**config.mk**
```make
export PLATFORM = sky130hd
export DESIGN_NAME = velocity_bar_renderer
export DESIGN_NICKNAME = d
export VERILOG_FILES = /design/src/rtl/velocity_bar_renderer_pkg.sv /design/src/rtl/velocity_bar_renderer_peak_hold.sv /design/src/rtl/velocity_bar_renderer.sv
export SDC_FILE = /design/constraint.sdc
export NUM_CORES = 1
export LEC_CHECK = 0
export BUFFER_PORTS_ARGS = -buffer_cell sky130_fd_sc_hd__buf_2
export CAP_MARGIN = 0
export CORE_UTILIZATION = 40
export CTS_BUF_LIST = sky130_fd_sc_hd__clkbuf_16
export CTS_CLUSTER_SIZE = 40
export DETAILED_ROUTE_END_ITERATION = 6
export HOLD_SLACK_MARGIN = 0.08
export SYNTH_ARGS = -nofsm -noshare
export SYNTH_HDL_FRONTEND = slang
export SYNTH_SLANG_ARGS = --single-unit
```
**constraint.sdc**
```tcl
create_clock -name clk_pixel -period 3.56 [get_ports clk_pixel]
set_input_delay 0.178 -clock clk_pixel [delete_from_list [all_inputs] [get_ports clk_pixel]]
set_output_delay 0.178 -clock clk_pixel [all_outputs]
set_load 0.02 [all_outputs]
```
**src/rtl/velocity_bar_renderer_pkg.sv**
```systemverilog
// Shared constants for the visualiser pixel path: per-instrument bar colours,
// marker/background colours and the pixel-coordinate widths.
package viz_pkg;

    localparam int HCOUNT_W        = 11;
    localparam int VCOUNT_W        = 10;
    localparam int VEL_W           = 7;
    localparam int MAX_INSTRUMENTS = 8;

    localparam logic [23:0] BAR_COLOR [MAX_INSTRUMENTS] = '{
        24'hFF3030,  // bd
        24'h30FF30,  // sd
        24'h3030FF,  // hh
        24'hFFFF30,
        24'h30FFFF,
        24'hFF30FF,
        24'hFF9030,
        24'h9030FF
    };

    localparam logic [23:0] PEAK_COLOR = 24'hFFFFFF;
    localparam logic [23:0] BG_COLOR   = 24'h000000;

    function automatic logic [23:0] bar_color(input logic [2:0] idx);
        return BAR_COLOR[idx];
    endfunction

endpackage

```
**src/rtl/velocity_bar_renderer_peak_hold.sv**
```systemverilog
// Per-instrument peak tracker: a new maximum is latched and held for a number
// of frames, then decays by a fixed step each frame.
module peak_hold #(
    parameter int HOLD_FRAMES = 30,
    parameter int FALL        = 1
) (
    input  logic       clk_pixel,
    input  logic       rst,
    input  logic       new_frame,
    input  logic [6:0] v,
    output logic [6:0] peak
);

    localparam int HOLD_W = $clog2(HOLD_FRAMES + 1);

    logic [6:0]        peak_reg;
    logic [HOLD_W-1:0] hold_cnt_reg;

    always_ff @(posedge clk_pixel) begin
        if (rst) begin
            peak_reg     <= '0;
            hold_cnt_reg <= '0;
        end else if (new_frame) begin
            if (v >= peak_reg) begin
                peak_reg     <= v;
                hold_cnt_reg <= HOLD_W'(HOLD_FRAMES);
            end else if (hold_cnt_reg != '0) begin
                hold_cnt_reg <= hold_cnt_reg - 1'b1;
            end else begin
                peak_reg <= (peak_reg > 7'(FALL)) ? peak_reg - 7'(FALL) : 7'd0;
            end
        end
    end

    assign peak = peak_reg;

endmodule

```
**src/rtl/velocity_bar_renderer.sv**
```systemverilog
// Velocity bar-graph overlay: per-frame velocity snapshots, peak markers and a
// two-stage pixel colour pipeline driven by hcount/vcount.
module velocity_bar_renderer
    import viz_pkg::*;
#(
    parameter int INSTRUMENT_COUNT = 3,
    parameter int X_ORIGIN         = 64,
    parameter int BAR_WIDTH        = 64,
    parameter int BAR_GAP          = 32,
    parameter int Y_BASE           = 680,
    parameter int HEIGHT_SHIFT     = 2,
    parameter int PEAK_HOLD_FRAMES = 30,
    parameter int PEAK_FALL        = 1,
    parameter int PEAK_THICK       = 4
) (
    input  logic                clk_pixel,
    input  logic                rst,
    input  logic                new_frame,
    input  logic [VEL_W-1:0]    inst_velocity [INSTRUMENT_COUNT],
    input  logic [HCOUNT_W-1:0] hcount,
    input  logic [VCOUNT_W-1:0] vcount,
    output logic [7:0]          red,
    output logic [7:0]          green,
    output logic [7:0]          blue
);

    localparam int          STRIDE       = BAR_WIDTH + BAR_GAP;
    localparam logic [10:0] Y_BASE_L     = 11'(Y_BASE);
    localparam logic [10:0] PEAK_THICK_L = 11'(PEAK_THICK);

    logic [VEL_W-1:0] vel_snap_reg [INSTRUMENT_COUNT];
    logic [VEL_W-1:0] peak         [INSTRUMENT_COUNT];
    logic [10:0]      bar_top_reg  [INSTRUMENT_COUNT];
    logic [10:0]      peak_top_reg [INSTRUMENT_COUNT];
    logic [INSTRUMENT_COUNT-1:0] bar_nz_reg;
    logic [INSTRUMENT_COUNT-1:0] peak_nz_reg;
    logic [INSTRUMENT_COUNT-1:0] col_hit;
    logic [INSTRUMENT_COUNT-1:0] peak_hit;
    logic [INSTRUMENT_COUNT-1:0] bar_hit;
    logic                        new_frame_d_reg;
    logic [10:0]                 vcount_ext;

    assign vcount_ext = {1'b0, vcount};

    for (genvar gi = 0; gi < INSTRUMENT_COUNT; gi++) begin : g_inst
        localparam logic [10:0] X_LO = 11'(X_ORIGIN + gi * STRIDE);
        localparam logic [10:0] X_HI = 11'(X_ORIGIN + gi * STRIDE + BAR_WIDTH - 1);

        peak_hold #(
            .HOLD_FRAMES (PEAK_HOLD_FRAMES),
            .FALL        (PEAK_FALL)
        ) u_peak_hold (
            .clk_pixel (clk_pixel),
            .rst       (rst),
            .new_frame (new_frame),
            .v         (inst_velocity[gi]),
            .peak      (peak[gi])
        );

        // Tops are refreshed the cycle after the snapshot so they see the new
        // velocity and peak; the nonzero flags suppress zero-height drawing.
        always_ff @(posedge clk_pixel) begin
            if (rst) begin
                vel_snap_reg[gi] <= '0;
                bar_top_reg[gi]  <= '0;
                peak_top_reg[gi] <= '0;
                bar_nz_reg[gi]   <= 1'b0;
                peak_nz_reg[gi]  <= 1'b0;
            end else begin
                if (new_frame) begin
                    vel_snap_reg[gi] <= inst_velocity[gi];
                end
                if (new_frame_d_reg) begin
                    bar_top_reg[gi]  <= Y_BASE_L - ({4'b0, vel_snap_reg[gi]} << HEIGHT_SHIFT);
                    peak_top_reg[gi] <= Y_BASE_L - ({4'b0, peak[gi]} << HEIGHT_SHIFT);
                    bar_nz_reg[gi]   <= |vel_snap_reg[gi];
                    peak_nz_reg[gi]  <= |peak[gi];
                end
            end
        end

        assign col_hit[gi]  = (hcount >= X_LO) && (hcount <= X_HI);
        assign peak_hit[gi] = peak_nz_reg[gi] && (vcount_ext <= peak_top_reg[gi])
                              && (vcount_ext + PEAK_THICK_L > peak_top_reg[gi]);
        assign bar_hit[gi]  = bar_nz_reg[gi] && (vcount_ext > bar_top_reg[gi])
                              && (vcount_ext <= Y_BASE_L);
    end

    logic [2:0] sel_idx;
    logic       sel_hit;
    logic       sel_peak;
    logic       sel_bar;

    always_comb begin
        sel_idx  = '0;
        sel_hit  = 1'b0;
        sel_peak = 1'b0;
        sel_bar  = 1'b0;
        for (int i = 0; i < INSTRUMENT_COUNT; i++) begin
            if (col_hit[i]) begin
                sel_idx  = 3'(i);
                sel_hit  = 1'b1;
                sel_peak = peak_hit[i];
                sel_bar  = bar_hit[i];
            end
        end
    end

    logic [2:0]  s1_idx_reg;
    logic        s1_hit_reg;
    logic        s1_peak_reg;
    logic        s1_bar_reg;
    logic [23:0] color_reg;

    always_ff @(posedge clk_pixel) begin
        if (rst) begin
            new_frame_d_reg <= 1'b0;
            s1_idx_reg      <= '0;
            s1_hit_reg      <= 1'b0;
            s1_peak_reg     <= 1'b0;
            s1_bar_reg      <= 1'b0;
            color_reg       <= BG_COLOR;
        end else begin
            new_frame_d_reg <= new_frame;
            s1_idx_reg      <= sel_idx;
            s1_hit_reg      <= sel_hit;
            s1_peak_reg     <= sel_peak;
            s1_bar_reg      <= sel_bar;
            if (!s1_hit_reg) begin
                color_reg <= BG_COLOR;
            end else if (s1_peak_reg) begin
                color_reg <= PEAK_COLOR;
            end else if (s1_bar_reg) begin
                color_reg <= bar_color(s1_idx_reg);
            end else begin
                color_reg <= BG_COLOR;
            end
        end
    end

    assign red   = color_reg[23:16];
    assign green = color_reg[15:8];
    assign blue  = color_reg[7:0];

endmodule

```
==> results.cfg <==
[power_and_ir_drop]
power.share.switching = 0.308
p_int_mw = 3.25
power_frac_clock = 0.377
power.density_mw_per_mm2 = 486
total_power_mw = 4.70
power.leakage_nw = 4.11
ir_drop_uv = 333
seqPwrFrac = 0.371
pwr-share-comb = 0.253
power_switching_mw = 1.45

[worst_setup_path]
regToRegStartpoint = g_inst[1].u_peak_hold.peak[4]
worstPathRequired_ns = 3.86
arrival_ns = 2.95
cp-end-kind = register
critPathKind = register to register
crit_path_start_kind = register
reg2reg_to = g_inst[1].u_peak_hold.peak[5]
r2r_slack_ns = 0.90
worstPathMaxFanout = 16
reg2reg_depth = 8

[synthesis]
yosysSeqAreaShare = 0.364
synthSimpleGateAreaFrac = 0.182
synth_edf_count = 69
synth_compound_area_frac = 0.167
synth_top_family_by_area = simple AND/OR/NAND/NOR gates
synthFlopType = edfxtp_1
syn_area_mm2 = 0.00855
synth_fa_ha_area_frac = 0.171
syn_nets = 1087
synth-xor-area-share = 0.0358
async_reset_ff_frac = 0
synthMuxAreaShare = 0.00614
syn_inst = 925
ys_warn_count = 0
synth_cell_types = 80
synth-seq-cells = 121
avgSynthCellArea_um2 = 9.25

[timing]
min_period_ns = 2.66
finalSetupTns_ns = 0
whs_ns = 0.0919
clock_skew_ns = 0.00954
maxSlewViolCount = 0
setup_viol = 0
tightest_slew_ns = 1.02
fmax_mhz = 376
fin_crit_sh = 0.746
hold_violations = 0
rsz0062_at_grt = no
slew_headroom = 0.321

[min_path]
worstHoldPathCells = 3
hold_path_end = g_inst[0].u_peak_hold.peak[0]
hp-class = input port to register
holdCritStartpoint = inst_velocity[14]

[cts]
path_clk_slew_ns = 0.05
post_cts_resized = 0
cts.sinks = 121
cts_tree = done
clockBufferDepth = 2
htreeDepth = 4
insertion_delay_ns = 0.42
cts_buffers = 17
cts_root_buf = clkbuf_16

[job]
maxCapViolCount = 0

[cells_and_area]
fin_nets = 1137
final_common_cell = nor2_1
multi_input_area_mm2 = 0.00481
seq_area_mm2 = 0.00311
layout-area-overhead-vs-synth_pct = 13.0
final_core_util = 0.460
final_cell_mix = nor2_1 (127), ha_1 (117), inv_1 (89)
fillCellCount = 1982
antenna_cells = 0
drive_above_1_share = 0.133

[run_status]
status = finished, final reports clean

[die]
die-area_mm2 = 0.0220
fp.dieW_um = 148
boundaryPins = 69
design.core.area_mm2 = 0.0210
num_rows = 53
start_util = 0.407
die_h_um = 148

[placed_design]
portBuffers = 63
dpl.hpwl_um = 14700
routabilityCongestion = 0.900

[drt]
drc = 0
routedWlPerCell_um = 15.6
drtAntennaViolNets = 0
drt_iter0_drc = 362
via_per_inst = 5.35
dr_total_vias = 6758
drt_wl_total_um = 19700
first_pass_iters = 4

[global_route]
grt_pass1_wl_um = 32600
grt_usage = 0.189
gr-total-overflow = 0
antenna_found_initial = 0
grt_max_degree = 46
grt_pass1_vias = 6406
==> synthesized netlist by cell type (5+ instances only) <==
master    count  share of area
nor2_1      127          0.056
ha_1        117           0.17
inv_1        88          0.039
edfxtp_1     69           0.24
dfxtp_1      52           0.12
a21oi_1      50          0.029
o21ai_0      47          0.027
nand2_1      34          0.015
xnor2_1      30          0.031
and3_1       20          0.015
buf_4        20          0.018
nand4_1      18          0.013
nor3_1       17         0.0099
nand3_1      16         0.0094
a21o_1       15          0.013
nor2b_1      15          0.011
a211oi_1     13          0.011
o21a_1       13          0.011
clkbuf_1     12         0.0053
buf_2        11         0.0064
nor4_1        8         0.0059
a311oi_1      6         0.0061
a22oi_1       5         0.0044
nor3_2        5         0.0059
nor4b_2       5         0.0088
o211a_1       5         0.0059
o31ai_1       5         0.0044
or4_1         5         0.0044
xor2_1        5         0.0051
==> how the worst max path moves through the flow <==
| stage | slack [ns] | end | start | cells after the start |
|---|---|---|---|---|
| global placement | 0.87 | s1_peak_reg | vcount[6] | 11 |
| floorplan | 1.33 | g_inst[1].u_peak_hold.peak[5] | g_inst[1].u_peak_hold.peak[4] | 8 |
| global route | 0.77 | g_inst[2].u_peak_hold.peak[4] | g_inst[2].u_peak_hold.peak[6] | 9 |
| detailed placement | 0.82 | s1_peak_reg | vcount[3] | 11 |
| finish | 0.90 | g_inst[1].u_peak_hold.peak[5] | g_inst[1].u_peak_hold.peak[4] | 8 |
| CTS | 0.90 | g_inst[1].u_peak_hold.peak[5] | g_inst[1].u_peak_hold.peak[4] | 8 |
==> timing repair <==
item | in CTS | in global routing
buffers inserted | 0 | 0
hold endpoints to repair | 6 | 0
hold buffers | 8 | 0
==> metrics by stage <==
step	instances	worst slack [ns]	instance area (µm²)
after floorplan	925	1.33	8550
after global placement	1223	0.867	8970
after detailed placement	1223	0.824	8970
after CTS	1263	0.901	9670
after global routing	1263	0.768	9670
final	1263	0.904	9670
==> final cells by class <==
type | count | share of cell area
multi-input cells | 667 | 0.497
flip-flops and latches | 121 | 0.322
clock buffers | 20 | 0.0518
repair buffers | 79 | 0.0471
well taps | 275 | 0.0356
inverters | 89 | 0.0345
clock inverters | 12 | 0.0122
==> cell families after synthesis <==
logic type / Yosys count
and+or+nand+nor: 301
AOI/OAI and AO/OA: 209
adders and majority gates: 117
muxes: 5
xor gates and xnor gates: 35
DFF: 121
buffers and inverters: 137
==> layer usage <==
metal / up-vias / GRT usage / share of wire
met5: - / 0 / 0
met4: 0 / 0.0701 / 0.020
met3: 25 / 0.0298 / 0.031
met2: 144 / 0.298 / 0.44
met1: 3148 / 0.259 / 0.51
li1: 3441 / - / -
==> power groups by stage <==
stage	registers (mW)	logic, mW	clock network, mW
floorplan	1.72	0.929	0
global placement	1.77	1.16	0
detailed placement	1.77	1.17	0
CTS	1.74	1.19	1.81
global route	1.76	1.36	1.86
finish	1.74	1.19	1.77
==> worst max-delay path: stages, from the launching register on <==
cell and delay, ns:
dfxtp_1 0.44, inv_1 0.11, ha_1 0.34, a21o_1 0.18, a221o_1 0.37, a41oi_4 0.52, mux2_2 0.40, a2bb2oi_1 0.13
nor2_1 0.05
Note: power is estimated with default switching activity, not from simulation.
